<file path="src/rtl/dual_ram_pkg.sv">
// rtl/dual_ram_pkg.sv - shared constants and types for the dual-port RAM arbiter
//
// Holds the default widths, the master id encoding, the legal read-latency
// range and the read-return tag carried down the latency pipeline.
package dual_ram_pkg;

  localparam int ADDR_W_DEF = 8;
  localparam int DATA_W_DEF = 8;

  localparam logic M0 = 1'b0;
  localparam logic M1 = 1'b1;

  localparam int RD_LAT_MIN = 1;
  localparam int RD_LAT_MAX = 4;

  // One slot of the read-return pipeline: which master owns the read in flight.
  typedef struct packed {
    logic valid;
    logic id;
  } rd_tag_t;

endpackage

</file>
<file path="src/rtl/dual_ram_arbiter_rr_arb2.sv">
// rtl/dual_ram_arbiter_rr_arb2.sv - two-requester round-robin arbiter with hold
//
// Ports:
//   clk, rst_n : clock, asynchronous active-low reset
//   req[1:0]   : request from requester 0 / 1
//   hold       : suppresses the grant and the pointer update this cycle
//   gnt[1:0]   : one-hot (or zero) combinational grant
module rr_arb2 (
  input  logic       clk,
  input  logic       rst_n,
  input  logic [1:0] req,
  input  logic       hold,
  output logic [1:0] gnt
);

  // Last-granted requester under contention; 1 after reset so requester 0
  // wins the first tie.
  logic last;

  always_comb begin
    gnt = 2'b00;
    if (!hold) begin
      case (req)
        2'b01:   gnt = 2'b01;
        2'b10:   gnt = 2'b10;
        2'b11:   gnt = last ? 2'b01 : 2'b10;
        default: gnt = 2'b00;
      endcase
    end
  end

  // The pointer only moves when both requesters competed; a lone requester
  // does not disturb the fairness order.
  always_ff @(posedge clk or negedge rst_n) begin
    if (!rst_n) begin
      last <= 1'b1;
    end else if (!hold && req == 2'b11) begin
      last <= gnt[1];
    end
  end

endmodule

</file>
<file path="src/rtl/dual_ram_arbiter.sv">
// rtl/dual_ram_arbiter.sv - shares one dual-port RAM between two masters
//
// Ports:
//   clk, rst_n                       : clock, asynchronous active-low reset
//   m<n>_req/we/addr/wdata           : master n request (held until m<n>_gnt)
//   m<n>_gnt                         : master n accepted this cycle (combinational)
//   m<n>_rvalid/rdata                : master n read return (registered)
//   ram_cs                           : RAM chip select
//   ram_write_en/addr/data           : RAM write port
//   ram_read_en/addr, ram_read_data  : RAM read port
// RD_LAT must lie in RD_LAT_MIN..RD_LAT_MAX.
module dual_ram_arbiter
  import dual_ram_pkg::*;
#(
  parameter int ADDR_W = ADDR_W_DEF,
  parameter int DATA_W = DATA_W_DEF,
  parameter int RD_LAT = 1
) (
  input  logic              clk,
  input  logic              rst_n,
  input  logic              m0_req,
  input  logic              m0_we,
  input  logic [ADDR_W-1:0] m0_addr,
  input  logic [DATA_W-1:0] m0_wdata,
  output logic              m0_gnt,
  output logic              m0_rvalid,
  output logic [DATA_W-1:0] m0_rdata,
  input  logic              m1_req,
  input  logic              m1_we,
  input  logic [ADDR_W-1:0] m1_addr,
  input  logic [DATA_W-1:0] m1_wdata,
  output logic              m1_gnt,
  output logic              m1_rvalid,
  output logic [DATA_W-1:0] m1_rdata,
  output logic              ram_cs,
  output logic              ram_write_en,
  output logic [ADDR_W-1:0] ram_write_addr,
  output logic [DATA_W-1:0] ram_write_data,
  output logic              ram_read_en,
  output logic [ADDR_W-1:0] ram_read_addr,
  input  logic [DATA_W-1:0] ram_read_data
);

  logic [1:0] wr_req, rd_req, wr_gnt, rd_gnt;
  logic       rd_hold;
  rd_tag_t    tag_q [RD_LAT];
  rd_tag_t    tag_out;

  assign wr_req = {m1_req & m1_we, m0_req & m0_we};
  assign rd_req = {m1_req & ~m1_we, m0_req & ~m0_we};

  // A granted write comes from one master, so the only possible read
  // candidate is the other master; comparing against it avoids feeding the
  // read grant back into its own hold.
  assign rd_hold = (wr_gnt[0] & rd_req[1] & (m1_addr == m0_addr)) |
                   (wr_gnt[1] & rd_req[0] & (m0_addr == m1_addr));

  rr_arb2 u_wr_arb (
    .clk   (clk),
    .rst_n (rst_n),
    .req   (wr_req),
    .hold  (1'b0),
    .gnt   (wr_gnt)
  );

  rr_arb2 u_rd_arb (
    .clk   (clk),
    .rst_n (rst_n),
    .req   (rd_req),
    .hold  (rd_hold),
    .gnt   (rd_gnt)
  );

  assign m0_gnt       = wr_gnt[0] | rd_gnt[0];
  assign m1_gnt       = wr_gnt[1] | rd_gnt[1];
  assign ram_write_en = |wr_gnt;
  assign ram_read_en  = |rd_gnt;
  assign ram_cs       = ram_write_en | ram_read_en;

  always_comb begin
    ram_write_addr = '0;
    ram_write_data = '0;
    ram_read_addr  = '0;
    if (wr_gnt[0]) begin
      ram_write_addr = m0_addr;
      ram_write_data = m0_wdata;
    end else if (wr_gnt[1]) begin
      ram_write_addr = m1_addr;
      ram_write_data = m1_wdata;
    end
    if (rd_gnt[0]) begin
      ram_read_addr = m0_addr;
    end else if (rd_gnt[1]) begin
      ram_read_addr = m1_addr;
    end
  end

  // Tag pipeline: the last stage lines up with valid RAM read data.
  always_ff @(posedge clk or negedge rst_n) begin
    if (!rst_n) begin
      for (int i = 0; i < RD_LAT; i++) begin
        tag_q[i] <= '0;
      end
    end else begin
      tag_q[0] <= '{valid: ram_read_en, id: rd_gnt[1]};
      for (int i = 1; i < RD_LAT; i++) begin
        tag_q[i] <= tag_q[i-1];
      end
    end
  end

  assign tag_out = tag_q[RD_LAT-1];

  // Only the owning master's rdata is updated; the other keeps its value.
  always_ff @(posedge clk or negedge rst_n) begin
    if (!rst_n) begin
      m0_rvalid <= 1'b0;
      m1_rvalid <= 1'b0;
      m0_rdata  <= '0;
      m1_rdata  <= '0;
    end else begin
      m0_rvalid <= tag_out.valid && (tag_out.id == M0);
      m1_rvalid <= tag_out.valid && (tag_out.id == M1);
      if (tag_out.valid && tag_out.id == M0) m0_rdata <= ram_read_data;
      if (tag_out.valid && tag_out.id == M1) m1_rdata <= ram_read_data;
    end
  end

endmodule

</file>
<file path="config.mk">
export PLATFORM = sky130hd
export DESIGN_NAME = dual_ram_arbiter
export DESIGN_NICKNAME = d
export VERILOG_FILES = /design/src/rtl/dual_ram_pkg.sv /design/src/rtl/dual_ram_arbiter_rr_arb2.sv /design/src/rtl/dual_ram_arbiter.sv
export SDC_FILE = /design/constraint.sdc
export NUM_CORES = 1
export LEC_CHECK = 0
export ABC_AREA = 1
export BUFFER_PORTS_ARGS = -buffer_cell sky130_fd_sc_hd__clkbuf_2
export CORE_MARGIN = 2
export CORE_UTILIZATION = 27
export DETAILED_ROUTE_END_ITERATION = 10
export GPL_TIMING_DRIVEN = 0
export SYNTH_ARGS = -nofsm -noshare
export SYNTH_HDL_FRONTEND = slang
export SYNTH_SLANG_ARGS = --single-unit
</file>
<file path="constraint.sdc">
create_clock -name clk -period 2.8 [get_ports clk]
set_input_delay 0 -clock clk [delete_from_list [all_inputs] [get_ports clk]]
set_output_delay 0 -clock clk [all_outputs]
set_load 0.02 [all_outputs]
</file>
==> results of run 1 <==
## state kept, by name, indices dropped and copies added (netlist names)
register / count
m0_rvalid: 1
m0_rdata: 8
u_wr_arb.last: 1
m1_rdata: 8
m1_rvalid: 1
tag_out: 2
u_rd_arb.last: 1
## cells in the mapped netlist
cell type and n:
inv_2 4, buf_6 1, xor2_1 2, inv_1 35
o21ai_1 2, nor2_1 3, nand2_1 50, dfstp_2 2
o22ai_1 3, nand3_1 29, clkbuf_1 2, nor2_2 3
a21oi_2 1, o21ai_0 29, dfrtp_1 20, o21ai_2 1
xnor2_1 5, nand2_2 1, buf_2 4, nand3_4 1
## cells by family after synthesis
family | count (synthesis) | share of synthesized area
flops | 22 | 0.401
simple gates | 87 | 0.281
buf+inv | 46 | 0.134
xor+xnor | 7 | 0.0445
compound gates | 36 | 0.139
## cell type report
cell class / count / area (sq um) / share of cell area
timing repair buffer: 99 / 531 / 0.259
inverter: 39 / 146 / 0.0715
multi-input combinational: 130 / 639 / 0.312
sequential: 22 / 553 / 0.270
clock buffer: 4 / 55.1 / 0.0269
buffer: 7 / 38.8 / 0.0189
tap: 67 / 83.8 / 0.0410
## per-layer routing
| layer | GRT usage | part of all wire | vias up |
|---|---|---|---|
| met3 | 0.0304 | 0.10 | 7 |
| met2 | 0.243 | 0.44 | 90 |
| met4 | 0.0507 | 0.016 | 0 |
| met1 | 0.181 | 0.45 | 670 |
| met5 | 0 | 0 | - |
| li1 | - | - | 833 |
## worst reg2reg max path, delay by kind of cell (launching register included)
kind            cells  cell delay, ns
buf+inv             2            0.16
flops               1            0.54
compound gates      2            0.58
## how the worst max path moves through the flow
stage / to / slack (ns) / cells after the start
floorplan: ram_write_data[1] / 1.54 / 3
finish: ram_read_en / 1.10 / 5
detailed placement: ram_read_en / 1.36 / 5
global placement: ram_read_en / 1.38 / 5
CTS: ram_read_en / 1.09 / 5
global route: ram_read_en / 0.95 / 5
## repair_timing
| action | CTS | global route |
|---|---|---|
| hold endpoints to repair | 31 | 0 |
| endpoints found under the setup margin | 0 | 0 |
| hold buffers | 7 | 0 |
## per-stage QoR
step	worst slack [ns]	instances	instance area [sq um]
after floorplan	1.54	198	1380
after global placement	1.38	357	1920
after detailed placement	1.36	357	1920
after CTS	1.09	368	2050
after global routing	0.954	368	2050
final	1.10	368	2050
## report_power, final
group          total [mW]  switching [mW]  internal [mW]
clock network       0.223          0.0982          0.125
registers           0.464          0.0479          0.416
logic               0.489           0.318          0.170
==> run_summary.xml, run 1 <==
<?xml version="1.0" encoding="UTF-8"?>
<metrics>
  <group name="run_status">
    <metric name="status" unit="">finished, final reports clean</metric>
  </group>
  <group name="setup_path">
    <metric name="critPathRequiredTime" unit="ns">2.80</metric>
    <metric name="timing.setup.critical_path_class" unit="">reg2out</metric>
    <metric name="cp_common_cell" unit="">inv_1</metric>
    <metric name="endpoint_kind" unit="">output pin</metric>
    <metric name="critical_path.n_buffers_inverters" unit="">3</metric>
    <metric name="worst-path-max-fanout" unit="">10</metric>
    <metric name="cp_top_family" unit="">compound AO/OA/AOI/OAI gates</metric>
    <metric name="critical_path_arrival" unit="ns">1.70</metric>
    <metric name="crit_path_start_kind" unit="">register</metric>
    <metric name="r2r-start" unit="">u_rd_arb.last</metric>
    <metric name="crit_slowest_cell" unit="">dfstp_2</metric>
    <metric name="timing.reg2reg.setup_slack" unit="ns">1.47</metric>
    <metric name="r2r_endpoint" unit="">tag_out[1]</metric>
    <metric name="worst_path_largest_cell_delay" unit="ns">0.54</metric>
    <metric name="worstRegToRegCells" unit="">4</metric>
    <metric name="setup.worst_path.start" unit="">u_rd_arb.last</metric>
    <metric name="path_cells" unit="">inv_1 &gt; a21oi_2 &gt; o21ai_1 &gt; inv_1 &gt; clkbuf_2</metric>
  </group>
  <group name="die">
    <metric name="initial_core_util" unit="">0.286</metric>
    <metric name="die_y" unit="um">75.4</metric>
    <metric name="die_area" unit="sq um">5690</metric>
    <metric name="die_w" unit="um">75.4</metric>
    <metric name="number_of_rows_created_at_floorplan" unit="">25</metric>
    <metric name="i_o_pins" unit="">93</metric>
    <metric name="core" unit="sq um">4820</metric>
  </group>
  <group name="clocking">
    <metric name="cts_resized" unit="">0</metric>
    <metric name="cts-root-buf" unit="">clkbuf_8</metric>
    <metric name="path_clk_slew" unit="ns">0.08</metric>
    <metric name="worst_skew_pair.late_latency" unit="ns">0.26</metric>
    <metric name="cts.path.max_buffers" unit="">2</metric>
    <metric name="cts_setup_buffers" unit="">0</metric>
    <metric name="cts_htree_levels" unit="">1</metric>
    <metric name="tritoncts" unit="">yes</metric>
    <metric name="tritoncts_buffer_count" unit="">3</metric>
    <metric name="cts.sinks" unit="">22</metric>
  </group>
  <group name="sta">
    <metric name="finClkSkew" unit="ns">0.00101</metric>
    <metric name="clock.fmax" unit="MHz">589</metric>
    <metric name="hold_viol" unit="">0</metric>
    <metric name="final.setup.tns" unit="ns">0</metric>
    <metric name="post-route-min-period" unit="ns">1.70</metric>
    <metric name="final.hold.worst_slack" unit="ns">0.00597</metric>
    <metric name="crit_share_post_route" unit="">0.606</metric>
    <metric name="max-slew-margin-rel" unit="">0.640</metric>
    <metric name="final-setup-viol-count" unit="">0</metric>
    <metric name="maxSlewViolCount" unit="">0</metric>
    <metric name="measured_slew_at_the_worst_slew_check_pin" unit="ns">0.539</metric>
    <metric name="rsz0062_at_grt" unit="">false</metric>
  </group>
  <group name="detailed_routing">
    <metric name="routed_wirelength" unit="um">3950</metric>
    <metric name="initialDrtViolationCount" unit="">63</metric>
    <metric name="detail_route.drc_violations" unit="">0</metric>
    <metric name="post_drt_via_cell_ratio" unit="">4.35</metric>
    <metric name="antenna_violating_nets_post_route" unit="">0</metric>
    <metric name="drt_pre_antenna_iters" unit="">4</metric>
    <metric name="wl_per_cell" unit="um">10.7</metric>
    <metric name="vias" unit="">1600</metric>
  </group>
  <group name="yosys">
    <metric name="synth_largest_type_area_fraction" unit="">0.363</metric>
    <metric name="synth_cell_types" unit="">20</metric>
    <metric name="syn_inst" unit="">198</metric>
    <metric name="netlist_top_cells_area" unit="">dfrtp_1, nand2_1, nand3_1, o21ai_0, inv_1</metric>
    <metric name="synth_area_per_cell" unit="sq um">6.96</metric>
    <metric name="syn-num-nets" unit="">244</metric>
    <metric name="yosys_warnings" unit="">0</metric>
    <metric name="yosys_register_bits" unit="">22</metric>
    <metric name="synth-seq-area-share" unit="">0.401</metric>
    <metric name="yosys.area.top_type" unit="">dfrtp_1</metric>
    <metric name="syn_area" unit="sq um">1380</metric>
  </group>
  <group name="global_routing">
    <metric name="grt_pass1_vias" unit="">1491</metric>
    <metric name="largest_net_degree_at_the_start_of_global_routing" unit="">23</metric>
    <metric name="grt_overflow" unit="">0</metric>
    <metric name="grt_first_pass_wirelength" unit="um">6440</metric>
    <metric name="grt_antenna_before_repair" unit="">0</metric>
    <metric name="global_route.usage.total" unit="">0.144</metric>
  </group>
  <group name="cells_and_area">
    <metric name="antennaDiodeCount" unit="">0</metric>
    <metric name="filler_cell_count" unit="">526</metric>
    <metric name="layout_cells_sized_above_1" unit="">0.379</metric>
    <metric name="mostFrequentLayoutCell" unit="">clkbuf_2</metric>
    <metric name="finish.net_count" unit="">348</metric>
    <metric name="postLayoutCoreUtil" unit="">0.425</metric>
    <metric name="final_cell_mix" unit="">clkbuf_2, nand2_1, inv_1</metric>
    <metric name="area_growth_syn_to_layout" unit="%">48.6</metric>
  </group>
  <group name="worst_hold_path">
    <metric name="hold_depth" unit="">3</metric>
    <metric name="hold_start" unit="">ram_read_data[3]</metric>
    <metric name="worst_hold_path.endpoint" unit="">m1_rdata[3]</metric>
    <metric name="worstHoldPathType" unit="">in2reg</metric>
  </group>
  <group name="pwr">
    <metric name="design_power_total" unit="mW">1.18</metric>
    <metric name="leakagePower" unit="nW">1.23</metric>
    <metric name="powerDensity" unit="nW/um^2">575</metric>
    <metric name="peakVddDrop" unit="V">0.000192</metric>
  </group>
  <group name="placed_design">
    <metric name="place.port_buffers" unit="">92</metric>
    <metric name="place_congestion" unit="">0.774</metric>
    <metric name="hpwlAfterDp" unit="um">3150</metric>
  </group>
  <group name="run">
    <metric name="max_cap_violations" unit="">0</metric>
  </group>
</metrics>
Note: power is estimated with default switching activity, not from simulation.
==> run 2, diff against run 1 <==
==> constraint.sdc (replaced) <==
create_clock -name clk -period 1.4 [get_ports clk]
set_input_delay 0 -clock clk [delete_from_list [all_inputs] [get_ports clk]]
set_output_delay 0 -clock clk [all_outputs]
set_load 0.02 [all_outputs]
==> run 2 against run 1 <==
Compared with the run above:
- the flow now finishes with violations (setup timing)
- global-route usage grew 1.4 points
- via count rose by 4.1%
- sequential cell count stayed put
- worst hold slack gained 0.00082 ns
- wire length grew 13%
- combinational power rose to 2.5 times the previous value
- clock skew is 0.0034 ns higher
- first-iteration DRC count up 46%
- design area up 17%
- largest cell class unchanged
==> run_summary.xml, run 2 (synthesis results as in run 1) <==
<?xml version="1.0" encoding="UTF-8"?>
<metrics>
  <group name="detailed_routing">
    <metric name="antenna_violating_nets_post_route" unit="">0</metric>
    <metric name="post_drt_via_cell_ratio" unit="">4.46</metric>
    <metric name="initialDrtViolationCount" unit="">92</metric>
    <metric name="drt_pre_antenna_iters" unit="">4</metric>
    <metric name="detail_route.drc_violations" unit="">0</metric>
    <metric name="routed_wirelength" unit="um">4440</metric>
    <metric name="wl_per_cell" unit="um">11.9</metric>
    <metric name="vias" unit="">1665</metric>
  </group>
  <group name="cells_and_area">
    <metric name="antennaDiodeCount" unit="">0</metric>
    <metric name="layout_cells_sized_above_1" unit="">0.471</metric>
    <metric name="filler_cell_count" unit="">483</metric>
    <metric name="mostFrequentLayoutCell" unit="">clkbuf_2</metric>
    <metric name="final_cell_mix" unit="">clkbuf_2, nand2_1, inv_1</metric>
    <metric name="area_growth_syn_to_layout" unit="%">73.9</metric>
    <metric name="final_cells" unit="">373</metric>
    <metric name="finish.net_count" unit="">353</metric>
  </group>
  <group name="worst_hold_path">
    <metric name="hold_depth" unit="">3</metric>
    <metric name="worstHoldPathType" unit="">in2reg</metric>
    <metric name="hold_start" unit="">ram_read_data[3]</metric>
    <metric name="worst_hold_path.endpoint" unit="">m1_rdata[3]</metric>
  </group>
  <group name="setup_path">
    <metric name="crit_path_start_kind" unit="">register</metric>
    <metric name="worst-path-max-fanout" unit="">5</metric>
    <metric name="timing.reg2reg.setup_slack" unit="ns">0.17</metric>
    <metric name="critPathRequiredTime" unit="ns">1.40</metric>
    <metric name="endpoint_kind" unit="">output pin</metric>
    <metric name="r2r_endpoint" unit="">m0_rdata[3]</metric>
    <metric name="critical_path_arrival" unit="ns">1.49</metric>
    <metric name="worstRegToRegCells" unit="">5</metric>
    <metric name="timing.setup.critical_path_class" unit="">reg2out</metric>
    <metric name="r2r-start" unit="">tag_out[1]</metric>
  </group>
  <group name="clocking">
    <metric name="tritoncts" unit="">yes</metric>
    <metric name="worst_skew_pair.late_latency" unit="ns">0.26</metric>
    <metric name="cts-root-buf" unit="">clkbuf_8</metric>
    <metric name="tritoncts_buffer_count" unit="">3</metric>
    <metric name="path_clk_slew" unit="ns">0.08</metric>
    <metric name="cts_htree_levels" unit="">1</metric>
    <metric name="cts.sinks" unit="">22</metric>
    <metric name="cts.path.max_buffers" unit="">2</metric>
  </group>
  <group name="global_routing">
    <metric name="grt_overflow" unit="">0</metric>
    <metric name="grt_pass1_vias" unit="">1615</metric>
    <metric name="global_route.usage.total" unit="">0.158</metric>
    <metric name="grt_antenna_before_repair" unit="">0</metric>
    <metric name="largest_net_degree_at_the_start_of_global_routing" unit="">23</metric>
    <metric name="grt_first_pass_wirelength" unit="um">7030</metric>
  </group>
  <group name="sta">
    <metric name="post-route-min-period" unit="ns">1.49</metric>
    <metric name="hold_viol" unit="">0</metric>
    <metric name="rsz0062_at_grt" unit="">true</metric>
    <metric name="finClkSkew" unit="ns">0.00438</metric>
    <metric name="clock.fmax" unit="MHz">671</metric>
    <metric name="maxSlewViolCount" unit="">0</metric>
    <metric name="crit_share_post_route" unit="">1.07</metric>
    <metric name="max-slew-margin-rel" unit="">0.637</metric>
    <metric name="setup_ws" unit="ns">-0.0911</metric>
    <metric name="final-setup-viol-count" unit="">19</metric>
    <metric name="measured_slew_at_the_worst_slew_check_pin" unit="ns">0.544</metric>
  </group>
  <group name="placed_design">
    <metric name="hpwlAfterDp" unit="um">3150</metric>
    <metric name="place_congestion" unit="">0.774</metric>
    <metric name="place.port_buffers" unit="">92</metric>
    <metric name="numPlacedInstances" unit="">357</metric>
  </group>
  <group name="die">
    <metric name="die_y" unit="um">75.4</metric>
    <metric name="initial_core_util" unit="">0.286</metric>
    <metric name="number_of_rows_created_at_floorplan" unit="">25</metric>
    <metric name="die_area" unit="sq um">5690</metric>
    <metric name="core" unit="sq um">4820</metric>
    <metric name="i_o_pins" unit="">93</metric>
    <metric name="die_w" unit="um">75.4</metric>
  </group>
  <group name="pwr">
    <metric name="powerDensity" unit="nW/um^2">1090</metric>
    <metric name="design_power_total" unit="mW">2.62</metric>
    <metric name="peakVddDrop" unit="V">0.000390</metric>
    <metric name="leakagePower" unit="nW">1.33</metric>
  </group>
  <group name="run_status">
    <metric name="violations" unit="">setup timing</metric>
    <metric name="status" unit="">finished with violations</metric>
  </group>
  <group name="run">
    <metric name="max_cap_violations" unit="">0</metric>
  </group>
</metrics>
-- run 2: worst max-delay path by stage --
stage                              from                 to  slack (ns)  cells after the start
final                     u_rd_arb.last   ram_read_addr[4]       -0.09                      5
after global routing      u_wr_arb.last  ram_write_addr[7]       -0.12                      4
after CTS                 u_rd_arb.last   ram_read_addr[4]       -0.05                      5
after detailed placement  u_rd_arb.last        ram_read_en       -0.04                      5
after global placement    u_rd_arb.last        ram_read_en       -0.02                      5
after floorplan           u_wr_arb.last  ram_write_data[1]        0.14                      3
-- run 2: worst max-delay path, stage by stage, from the launching register on --
cell,delay (ns)
dfstp_2,0.57
inv_4,0.06
a21oi_4,0.23
nand3_1,0.11
nand2_1,0.10
clkbuf_8,0.15
-- run 2: report_power, final --
| part | internal (mW) | switching [mW] |
|---|---|---|
| combinational | 0.499 | 0.726 |
| clock | 0.251 | 0.198 |
| sequential | 0.834 | 0.112 |
-- run 2: cell type report --
cell class | instances | area (sq um) | area share
inverters | 39 | 151 | 0.0632
multi-input cells | 131 | 782 | 0.326
clock buffers | 4 | 55.1 | 0.0230
flip-flops and latches | 22 | 553 | 0.231
plain buffers | 6 | 53.8 | 0.0225
well taps | 67 | 83.8 | 0.0350
repair buffers | 104 | 717 | 0.299
-- run 2: through the flow --
stage	hold WS, ns	setup TNS, ns	instance area, sq um	util	worst slack [ns]
after floorplan	-0.296	0	1380	-	0.140
after global routing	0.0231	-2.25	2400	0.497	-0.119
after detailed placement	0.0104	-0.0694	1920	0.399	-0.0388
after global placement	0.00811	-0.0278	1920	0.399	-0.0210
after CTS	0.00258	-0.345	2270	0.472	-0.0490
final	0.00680	-0.690	2400	0.497	-0.0911
-- run 2: routing by layer --
metal | part of all wire | GRT usage
met1 | 0.44 | 0.192
met2 | 0.45 | 0.268
met3 | 0.090 | 0.0304
met4 | 0.020 | 0.0741
met5 | 0 | 0
-- run 2: repair_timing --
action,in CTS,in global routing
resized for setup,63,47
buffers inserted,2,0
endpoints found under the hold margin,31,0
gates cloned,2,2
hold buffers,7,0
endpoints found under the setup margin,27,35
pin swaps,11,9
